**src/rtl/mdu_sched_if.sv**
```systemverilog
// Signal bundle between the E stage, the multi-cycle MDU arithmetic unit and the
// MDU issue/commit scheduler. The scheduler connects through the slave modport.
interface mdu_sched_if;
    logic        e_valid;
    logic [5:0]  e_op;
    logic [31:0] e_rs;
    logic [31:0] e_rt;
    logic        req;
    logic        unit_done;
    logic [31:0] unit_hi;
    logic [31:0] unit_lo;
    logic        unit_start;
    logic [1:0]  unit_op;
    logic [31:0] unit_a;
    logic [31:0] unit_b;
    logic        busy;
    logic        stall_e;
    logic [31:0] rd_data;
    logic [31:0] hi;
    logic [31:0] lo;

    modport slave (
        input  e_valid, e_op, e_rs, e_rt, req, unit_done, unit_hi, unit_lo,
        output unit_start, unit_op, unit_a, unit_b, busy, stall_e, rd_data, hi, lo
    );

    modport master (
        output e_valid, e_op, e_rs, e_rt, req, unit_done, unit_hi, unit_lo,
        input  unit_start, unit_op, unit_a, unit_b, busy, stall_e, rd_data, hi, lo
    );
endinterface

```
**src/rtl/mdu_sched.sv**
```systemverilog
// E-stage issue/commit controller for the MIPS multiply-divide unit: launches ops,
// enforces fixed latencies, owns HI/LO and handles flush/rollback.
module mdu_sched #(
    parameter int MUL_LAT = 5,
    parameter int DIV_LAT = 10,
    parameter int CW      = 4
) (
    input logic        clk,
    input logic        reset,
    mdu_sched_if.slave bus
);
    localparam logic [5:0] OP_MULT  = 6'h15;
    localparam logic [5:0] OP_DIV   = 6'h17;
    localparam logic [5:0] OP_DIVU  = 6'h18;
    localparam logic [5:0] OP_MFHI  = 6'h19;
    localparam logic [5:0] OP_MFLO  = 6'h1A;
    localparam logic [5:0] OP_MTHI  = 6'h1B;
    localparam logic [5:0] OP_MTLO  = 6'h1C;

    // The counter is loaded with LAT-1 so that commit on cnt==0 lands exactly LAT busy cycles after issue.
    localparam logic [CW-1:0] MUL_CNT = CW'(MUL_LAT - 1);
    localparam logic [CW-1:0] DIV_CNT = CW'(DIV_LAT - 1);

    typedef enum logic [1:0] {IDLE, RUN, DRAIN} state_t;

    state_t        state_q, state_d;
    logic [CW-1:0] cnt_q, cnt_d;
    logic          age_q, age_d;
    logic          dz_q, dz_d;
    logic          seen_q, seen_d;
    logic          mt_age_q, mt_age_d;
    logic [31:0]   pend_hi_q, pend_hi_d;
    logic [31:0]   pend_lo_q, pend_lo_d;
    logic [31:0]   shadow_hi_q, shadow_hi_d;
    logic [31:0]   shadow_lo_q, shadow_lo_d;
    logic [31:0]   hi_q, hi_d;
    logic [31:0]   lo_q, lo_d;
    logic          unit_start_q, unit_start_d;
    logic [1:0]    unit_op_q, unit_op_d;
    logic [31:0]   unit_a_q, unit_a_d;
    logic [31:0]   unit_b_q, unit_b_d;

    logic is_arith;
    logic is_mdu;
    logic is_div;

    assign is_arith = (bus.e_op >= OP_MULT) && (bus.e_op <= OP_DIVU);
    assign is_mdu   = (bus.e_op >= OP_MULT) && (bus.e_op <= OP_MTLO);
    assign is_div   = (bus.e_op == OP_DIV) || (bus.e_op == OP_DIVU);

    always_comb begin
        state_d      = state_q;
        cnt_d        = cnt_q;
        age_d        = age_q;
        dz_d         = dz_q;
        seen_d       = seen_q;
        mt_age_d     = 1'b0;
        pend_hi_d    = pend_hi_q;
        pend_lo_d    = pend_lo_q;
        shadow_hi_d  = shadow_hi_q;
        shadow_lo_d  = shadow_lo_q;
        hi_d         = hi_q;
        lo_d         = lo_q;
        unit_start_d = 1'b0;
        unit_op_d    = unit_op_q;
        unit_a_d     = unit_a_q;
        unit_b_d     = unit_b_q;

        // A flushed MTHI/MTLO from last cycle is undone from the shadow copy.
        if (bus.req && mt_age_q) begin
            hi_d = shadow_hi_q;
            lo_d = shadow_lo_q;
        end

        case (state_q)
            IDLE: begin
                if (bus.e_valid && !bus.req) begin
                    if (is_arith) begin
                        state_d      = RUN;
                        unit_start_d = 1'b1;
                        unit_op_d    = 2'(bus.e_op - OP_MULT);
                        unit_a_d     = bus.e_rs;
                        unit_b_d     = bus.e_rt;
                        cnt_d        = is_div ? DIV_CNT : MUL_CNT;
                        age_d        = 1'b1;
                        seen_d       = 1'b0;
                        dz_d         = is_div && (bus.e_rt == 32'd0);
                    end else if (bus.e_op == OP_MTHI || bus.e_op == OP_MTLO) begin
                        shadow_hi_d = hi_q;
                        shadow_lo_d = lo_q;
                        mt_age_d    = 1'b1;
                        if (bus.e_op == OP_MTHI) hi_d = bus.e_rs;
                        else                     lo_d = bus.e_rs;
                    end
                end
            end
            RUN: begin
                if (cnt_q != '0) cnt_d = cnt_q - 1'b1;
                age_d = 1'b0;
                if (bus.unit_done) begin
                    pend_hi_d = bus.unit_hi;
                    pend_lo_d = bus.unit_lo;
                    seen_d    = 1'b1;
                end
                // Only the issuing cycle's flush kills the op; later it has graduated past M.
                if (bus.req && age_q) begin
                    state_d = (seen_q || bus.unit_done) ? IDLE : DRAIN;
                end else if (cnt_q == '0 && (seen_q || bus.unit_done)) begin
                    if (!dz_q) begin
                        hi_d = bus.unit_done ? bus.unit_hi : pend_hi_q;
                        lo_d = bus.unit_done ? bus.unit_lo : pend_lo_q;
                    end
                    state_d = IDLE;
                end
            end
            DRAIN: begin
                if (bus.unit_done) state_d = IDLE;
            end
            default: state_d = IDLE;
        endcase
    end

    always_ff @(posedge clk) begin
        if (reset) begin
            state_q      <= IDLE;
            cnt_q        <= '0;
            age_q        <= 1'b0;
            dz_q         <= 1'b0;
            seen_q       <= 1'b0;
            mt_age_q     <= 1'b0;
            pend_hi_q    <= '0;
            pend_lo_q    <= '0;
            shadow_hi_q  <= '0;
            shadow_lo_q  <= '0;
            hi_q         <= '0;
            lo_q         <= '0;
            unit_start_q <= 1'b0;
            unit_op_q    <= '0;
            unit_a_q     <= '0;
            unit_b_q     <= '0;
        end else begin
            state_q      <= state_d;
            cnt_q        <= cnt_d;
            age_q        <= age_d;
            dz_q         <= dz_d;
            seen_q       <= seen_d;
            mt_age_q     <= mt_age_d;
            pend_hi_q    <= pend_hi_d;
            pend_lo_q    <= pend_lo_d;
            shadow_hi_q  <= shadow_hi_d;
            shadow_lo_q  <= shadow_lo_d;
            hi_q         <= hi_d;
            lo_q         <= lo_d;
            unit_start_q <= unit_start_d;
            unit_op_q    <= unit_op_d;
            unit_a_q     <= unit_a_d;
            unit_b_q     <= unit_b_d;
        end
    end

    assign bus.unit_start = unit_start_q;
    assign bus.unit_op    = unit_op_q;
    assign bus.unit_a     = unit_a_q;
    assign bus.unit_b     = unit_b_q;
    assign bus.busy       = (state_q != IDLE);
    assign bus.stall_e    = (state_q != IDLE) && bus.e_valid && is_mdu;
    assign bus.hi         = hi_q;
    assign bus.lo         = lo_q;
    assign bus.rd_data    = (bus.e_op == OP_MFHI) ? hi_q :
                            (bus.e_op == OP_MFLO) ? lo_q : 32'd0;
endmodule

```
**src/flat_wrapper.sv**
```systemverilog
// flat-port wrapper written by rule: the top's interface ports become plain ports
module mdu_sched_flat 
#(
    parameter int MUL_LAT = 5,
    parameter int DIV_LAT = 10,
    parameter int CW      = 4
)
  (clk, reset, bus_e_valid, bus_e_op, bus_e_rs, bus_e_rt, bus_req, bus_unit_done, bus_unit_hi, bus_unit_lo, bus_unit_start, bus_unit_op, bus_unit_a, bus_unit_b, bus_busy, bus_stall_e, bus_rd_data, bus_hi, bus_lo);
  mdu_sched_if bus_i ();
  input logic clk;
  input logic reset;
  input wire logic [$bits(bus_i.e_valid)-1:0] bus_e_valid;
  input wire logic [$bits(bus_i.e_op)-1:0] bus_e_op;
  input wire logic [$bits(bus_i.e_rs)-1:0] bus_e_rs;
  input wire logic [$bits(bus_i.e_rt)-1:0] bus_e_rt;
  input wire logic [$bits(bus_i.req)-1:0] bus_req;
  input wire logic [$bits(bus_i.unit_done)-1:0] bus_unit_done;
  input wire logic [$bits(bus_i.unit_hi)-1:0] bus_unit_hi;
  input wire logic [$bits(bus_i.unit_lo)-1:0] bus_unit_lo;
  output wire logic [$bits(bus_i.unit_start)-1:0] bus_unit_start;
  output wire logic [$bits(bus_i.unit_op)-1:0] bus_unit_op;
  output wire logic [$bits(bus_i.unit_a)-1:0] bus_unit_a;
  output wire logic [$bits(bus_i.unit_b)-1:0] bus_unit_b;
  output wire logic [$bits(bus_i.busy)-1:0] bus_busy;
  output wire logic [$bits(bus_i.stall_e)-1:0] bus_stall_e;
  output wire logic [$bits(bus_i.rd_data)-1:0] bus_rd_data;
  output wire logic [$bits(bus_i.hi)-1:0] bus_hi;
  output wire logic [$bits(bus_i.lo)-1:0] bus_lo;
  assign bus_i.e_valid = bus_e_valid;
  assign bus_i.e_op = bus_e_op;
  assign bus_i.e_rs = bus_e_rs;
  assign bus_i.e_rt = bus_e_rt;
  assign bus_i.req = bus_req;
  assign bus_i.unit_done = bus_unit_done;
  assign bus_i.unit_hi = bus_unit_hi;
  assign bus_i.unit_lo = bus_unit_lo;
  assign bus_unit_start = bus_i.unit_start;
  assign bus_unit_op = bus_i.unit_op;
  assign bus_unit_a = bus_i.unit_a;
  assign bus_unit_b = bus_i.unit_b;
  assign bus_busy = bus_i.busy;
  assign bus_stall_e = bus_i.stall_e;
  assign bus_rd_data = bus_i.rd_data;
  assign bus_hi = bus_i.hi;
  assign bus_lo = bus_i.lo;
  mdu_sched #(.MUL_LAT(MUL_LAT), .DIV_LAT(DIV_LAT), .CW(CW)) u_core (.clk(clk), .reset(reset), .bus(bus_i));
endmodule
```
**config.mk**
```make
export PLATFORM = sky130hd
export DESIGN_NAME = mdu_sched_flat
export DESIGN_NICKNAME = d
export VERILOG_FILES = /design/src/rtl/mdu_sched_if.sv /design/src/rtl/mdu_sched.sv /design/src/flat_wrapper.sv
export SDC_FILE = /design/constraint.sdc
export NUM_CORES = 1
export LEC_CHECK = 0
export CAP_MARGIN = 20
export CORE_MARGIN = 1
export CORE_UTILIZATION = 52
export CTS_BUF_LIST = sky130_fd_sc_hd__clkbuf_16
export DETAILED_ROUTE_END_ITERATION = 10
export HOLD_SLACK_MARGIN = 0.1
export PLACE_DENSITY = 0.81
export SYNTH_ARGS = -nofsm -noshare
export SYNTH_HDL_FRONTEND = slang
export SYNTH_SLANG_ARGS = --single-unit
```
**constraint.sdc**
```tcl
create_clock -name clk -period 4.98 [get_ports clk]
set_input_delay 0.996 -clock clk [delete_from_list [all_inputs] [get_ports clk]]
set_output_delay 0.996 -clock clk [all_outputs]
set_load 0.02 [all_outputs]
```
== After elaboration in Yosys (flattened, before gate mapping) ==
Cells that the tools add are included.

* Add/sub/neg operators: 2
* Order comparisons: 3
* Equal/unequal tests: 14
* Muxes and demuxes: 43
* Bitwise logic cells: 3
* Reductions and logical operators: 27

{| class="wikitable"
|+ Operator list
! operator !! number
|-
| $mux W32 || 20
|-
| $pmux W32 S2 || 2
|-
| $eq A6 B5 Y1 const B || 6
|-
| $logic_not A32 Y1 || 1
|-
| $mux W4 || 4
|-
| $reduce_and A4 Y1 || 4
|-
| $le A6 B5 Y1 const B || 2
|-
| $mux W2 || 6
|-
| $logic_and A1 B1 Y1 || 9
|-
| $pmux W4 S2 || 1
|-
| $mux W1 || 7
|-
| $ge A6 B5 Y1 const B || 1
|-
| $ne A2 B1 Y1 const B || 3
|-
| $pmux W2 S3 || 1
|-
| $reduce_and A3 Y1 || 2
|-
| $logic_not A4 Y1 || 1
|-
| $ne A2 B2 Y1 const B || 2
|-
| $pmux W1 S2 || 2
|-
| $reduce_bool A2 Y1 || 2
|-
| $reduce_bool A4 Y1 || 1
|-
| $reduce_or A4 Y1 || 1
|-
| $sub A4 B1 Y4 const B || 1
|-
| $logic_or A1 B1 Y1 || 3
|-
| $ne A3 B1 Y1 const B || 1
|-
| other kinds (7) || 9
|}

* Register bits: 269
* Bits of input ports: 139
* Output and inout bits: 165
* Word-level logic and storage cells: 108

== Logic depth before layout (Yosys ltp) ==
* Depth in word-level cells: 7
* Gate-level depth with buffers: 9
* Depth with buffers taken out: 6

== Worst setup path after synthesis ==
No wires, ideal clock.

* Path kind: input to output
* Start point: input bus_e_op[0]
* End point: output bus_stall_e
* Arrival time: 2.589 ns
* Data required time: 3.984 ns
* Setup slack: 1.395 ns
* Stages on the path: 5
* Buffers on the path: 1
* Cells stage by stage: inv_1 ha_1 buf_2 o211ai_1 a2111oi_0

* Cells in the longest elaborated chain, start to end: 3

{| class="wikitable"
|+ RTL lines
! what !! RTL line !! source
|-
| start, declared || flat_wrapper.sv:13 || <nowiki>input wire logic [$bits(bus_i.e_op)-1:0] bus_e_op;</nowiki>
|-
| $ge A6 B5 Y1 / $le A6 B5 Y1 (equally long branches) || mdu_sched.sv:48 || <nowiki>assign is_mdu = (bus.e_op >= OP_MULT) && (bus.e_op <= OP_MTLO);</nowiki>
|-
| $logic_and A1 B1 Y1 * || mdu_sched.sv:48 ||
|-
| $logic_and A1 B1 Y1 * || mdu_sched.sv:166 || <nowiki>assign bus.stall_e = (state_q != IDLE) && bus.e_valid && is_mdu;</nowiki>
|-
| end, declared || flat_wrapper.sv:25 || <nowiki>output wire logic [$bits(bus_i.stall_e)-1:0] bus_stall_e;</nowiki>
|}

Mark *: on every way between the ends. The rest lies on a longest branch, timed or not.

== Final worst setup path ==
* Start point: input bus_e_op[3]
* End point: output bus_rd_data[26]

* Cells in the longest elaborated chain, start to end: 3

{| class="wikitable"
|+ RTL lines
! what !! RTL line !! source
|-
| $eq A6 B5 Y1 || mdu_sched.sv:170 || <nowiki>(bus.e_op == OP_MFLO) ? lo_q : 32'd0;</nowiki>
|-
| $mux W32 || mdu_sched.sv:170 ||
|-
| $mux W32 * || mdu_sched.sv:169 || <nowiki>assign bus.rd_data = (bus.e_op == OP_MFHI) ? hi_q :</nowiki>
|-
| end, declared || flat_wrapper.sv:26 || <nowiki>output wire logic [$bits(bus_i.rd_data)-1:0] bus_rd_data;</nowiki>
|}

Marks and branches as above.

==> impl_metrics.json <==
{
  "fin_tns_setup_ns": 0,
  "synth_compound_gate_area_share_pct": 25.9,
  "ys_ff_latch": 269,
  "reg2reg_from": "u_core.cnt_q[0]",
  "synth_simple_gate_area_share_pct": 14.6,
  "drc_errors": 0,
  "slew_headroom_pct": 27.6,
  "grt_overflow": 0,
  "dr_wl_met2_um": 20800,
  "synth.distinct_cells": 58,
  "reg2reg_to": "u_core.bus.hi[18]",
  "wl_met3_um": 4060,
  "r2r_slack_ns": 2.32,
  "worst_hold_path_type": "flop to flop",
  "netlist_instances": 1479,
  "cp-start-kind": "primary input",
  "synth_top_area_share_pct": 41.2,
  "clk_pin_slew_ns": 0.06,
  "post_cts_buffers": 0,
  "nFillCells": 1922,
  "synth.most_common_cell": "dfxtp_1",
  "synthFlopType": "dfxtp_1",
  "synth_top_area_cell": "dfxtp_1",
  "r2r_cells": 7,
  "syn2layout_area_growth_pct": 29.9,
  "dpl.hpwl_um": 26600,
  "clockPowerShare_pct": 45.1,
  "cts-root-buf": "clkbuf_16",
  "syn-num-nets": 1625,
  "async_flop_share_pct": 0,
  "drtPass1Iterations": 6,
  "power.switching_mw": 1.13,
  "p_int_mw": 3.54,
  "rsz0062_at_grt": "no",
  "nets": 1815,
  "finalSetupViolCount": 0,
  "die_h_um": 161,
  "hold_buffers": 0,
  "postRouteAntennaNets": 0,
  "ir_drop_mv": 0.238,
  "grt_pass1_wl_um": 68500,
  "dieArea_um2": 25800,
  "core-area_um2": 24500,
  "grt_pass1_vias": 12600,
  "drive_gt1_share_pct": 14.3,
  "cts_resized": 0,
  "first_iter_violations": 1165,
  "p_comb_share_pct": 8.5,
  "io-pin-count": 304,
  "ys_top_cells_by_area": "dfxtp_1 41%, a21oi_1 8.8%, mux2_2 7.7%, nand2_1 3.7%, o31ai_1 3.7%",
  "die_w_um": 161,
  "switching_share_pct": 24.2,
  "fin_crit_sh_pct": 91.1,
  "tightestPinTransition_ns": 1.08,
  "synth-warning-count": 0,
  "ys_seq_area_share_pct": 41.2,
  "synth_top_family_by_area": "compound AO/OA/AOI/OAI gates",
  "synth_fa_ha_area_share_pct": 0.670,
  "wl_met1_um": 17600,
  "synth_area_per_cell_um2": 8.84,
  "synth_mux_area_share_pct": 11.3,
  "synth_common_cells": "269 x dfxtp_1, 230 x a21oi_1, 129 x nand2_1",
  "hold_path_end": "u_core.pend_lo_q[6]",
  "gp_congestion": 0.831,
  "start_util_pct": 53.5,
  "maxSlewViolCount": 0,
  "htreeDepth": 1,
  "drv_cap": 0,
  "cp.required_ns": 3.98,
  "status": "complete, no violations",
  "synth_edf_count": 0,
  "period_needed_ns": 4.53,
  "placementRows": 57,
  "hold_depth": 2,
  "clk_latency_ns": 0.54,
  "drt-total-wl_um": 43500,
  "antenna_found_initial": 1,
  "synth-xor-area-share_pct": 0,
  "leakage_nw": 5.71,
  "grtUsageTotal_pct": 32.7,
  "worstSetupPathType": "primary input to output pin",
  "p_per_area_nw_per_um2": 275,
  "syn-cell-area_um2": 13100,
  "cp.arrival_ns": 3.54,
  "cts_sinks": 269,
  "via_per_inst": 6.40,
  "p_total_mw": 4.67,
  "io_buffers": 303,
  "clockBufferDepth": 3,
  "wl_per_cell_um": 21.6,
  "clock_skew_ns": 0.0105,
  "vias": 12900,
  "highest_layer": "met4",
  "max_freq_ghz": 0.221,
  "grt_max_degree": 117,
  "hp-start": "u_core.pend_lo_q[6]",
  "finalHoldViolCount": 0,
  "cts-buffers-inserted": 28,
  "crit_fanout": 32,
  "seq_power_share_pct": 46.4,
  "worst_setup_path_end_kind": "output pin",
  "cts_tree": "done",
  "worstSetupStartpoint": "bus_e_op[3]"
}
-- power by group through the flow --
stage          registers, mW  clock network (mW)  logic, mW
4_1_cts                 2.17                2.12      0.391
2_1_floorplan           2.22                   0      0.177
3_5_place_dp            2.22                   0      0.389
5_1_grt                 2.17                2.20      0.418
3_3_place_gp            2.22                   0      0.386
6_report                2.17                2.10      0.397
-- metal layers --
| layer | global-route usage (%) | vias up |
|---|---|---|
| li1 | - | 5874 |
| met1 | 41.8 | 6285 |
| met2 | 54.8 | 677 |
| met3 | 6.20 | 79 |
| met4 | 12.2 | 0 |
| met5 | 0 | - |
-- placed cells by master, fill, tap and decap left out, types with 3 or more instances in the layout --
cell,synthesis,layout
buf_12,3,4
nand2_1,129,127
a211oi_1,7,7
o221a_2,3,3
clkinv_1,0,7
mux2_2,90,90
o21ai_0,68,68
o32ai_1,3,3
a21oi_1,230,230
clkbuf_16,0,29
inv_1,16,17
mux2i_1,46,46
buf_4,6,23
nand3b_1,3,3
o31ai_1,64,64
a21oi_2,30,30
nand3_1,95,95
or3_1,31,31
o211ai_1,3,3
a22oi_2,30,30
nor3_1,5,5
clkdlybuf4s50_1,0,301
nand2b_1,3,3
bufinv_16,0,3
nand4_1,65,65
nor2_1,8,8
nor4_1,9,9
ha_1,7,7
a22o_1,32,32
dfxtp_1,269,269
a22oi_1,29,29
clkinv_2,0,10
-- flip-flops by register name, summed over array words and instances (netlist names) --
| name | cells |
|---|---|
| u_core.mt_age_q | 1 |
| u_core.age_q | 1 |
| u_core.shadow_hi_q | 32 |
| u_core.state_q | 2 |
| u_core.bus.unit_op | 2 |
| u_core.bus.lo | 32 |
| u_core.bus.unit_a | 32 |
| u_core.dz_q | 1 |
| u_core.pend_lo_q | 32 |
| u_core.bus.hi | 32 |
| u_core.bus.unit_start | 1 |
| u_core.cnt_q | 4 |
| u_core.pend_hi_q | 32 |
| u_core.bus.unit_b | 32 |
| u_core.shadow_lo_q | 32 |
| u_core.seen_q | 1 |
-- through the flow --
stage	setup slack, ns	hold WS [ns]	cells	area [um2]	util (%)
after floorplan	1.40	0.434	1479	13100	-
after global placement	0.577	0.439	1963	16100	65.7
after detailed placement	0.492	0.444	1963	16100	65.7
after CTS	0.479	0.452	2015	17000	69.4
after global routing	0.387	0.472	2016	17000	69.4
final	0.445	0.452	2017	17000	69.5
-- layout make-up --
type	instances	area, um2	area share [%]
well taps	324	405	2.39
flip-flops and latches	269	5390	31.7
diodes	2	5.00	0.0295
clock buffers	29	726	4.27
inverters	16	60.1	0.353
clock inverters	23	186	1.10
multi-input cells	1025	6940	40.9
repair buffers	329	3280	19.3
-- worst max-delay path, cell delays in order --
cell and delay, ns:
clkdlybuf4s50_1 0.63, and4bb_1 0.58, and3b_2 0.29, buf_12 0.22
a22o_1 0.17, clkdlybuf4s50_1 0.60
-- cell families (layout without fill, tap and decap cells) --
family          after synthesis  count (layout)
flops                       269             269
buf+inv                     185             397
compound gates              515             515
simple gates                367             367
other cells                   0               2
mux                         136             136
fa+ha+maj                     7               7
-- how the worst max path moves through the flow --
stage,endpoint,depth (start not counted)
3_3_place_gp,bus_rd_data[26],6
4_1_cts,bus_rd_data[26],6
5_1_grt,bus_rd_data[21],6
2_1_floorplan,bus_stall_e,5
3_5_place_dp,bus_rd_data[26],6
6_report,bus_rd_data[26],6
No activity file was read; power rests on OpenSTA's default activity.
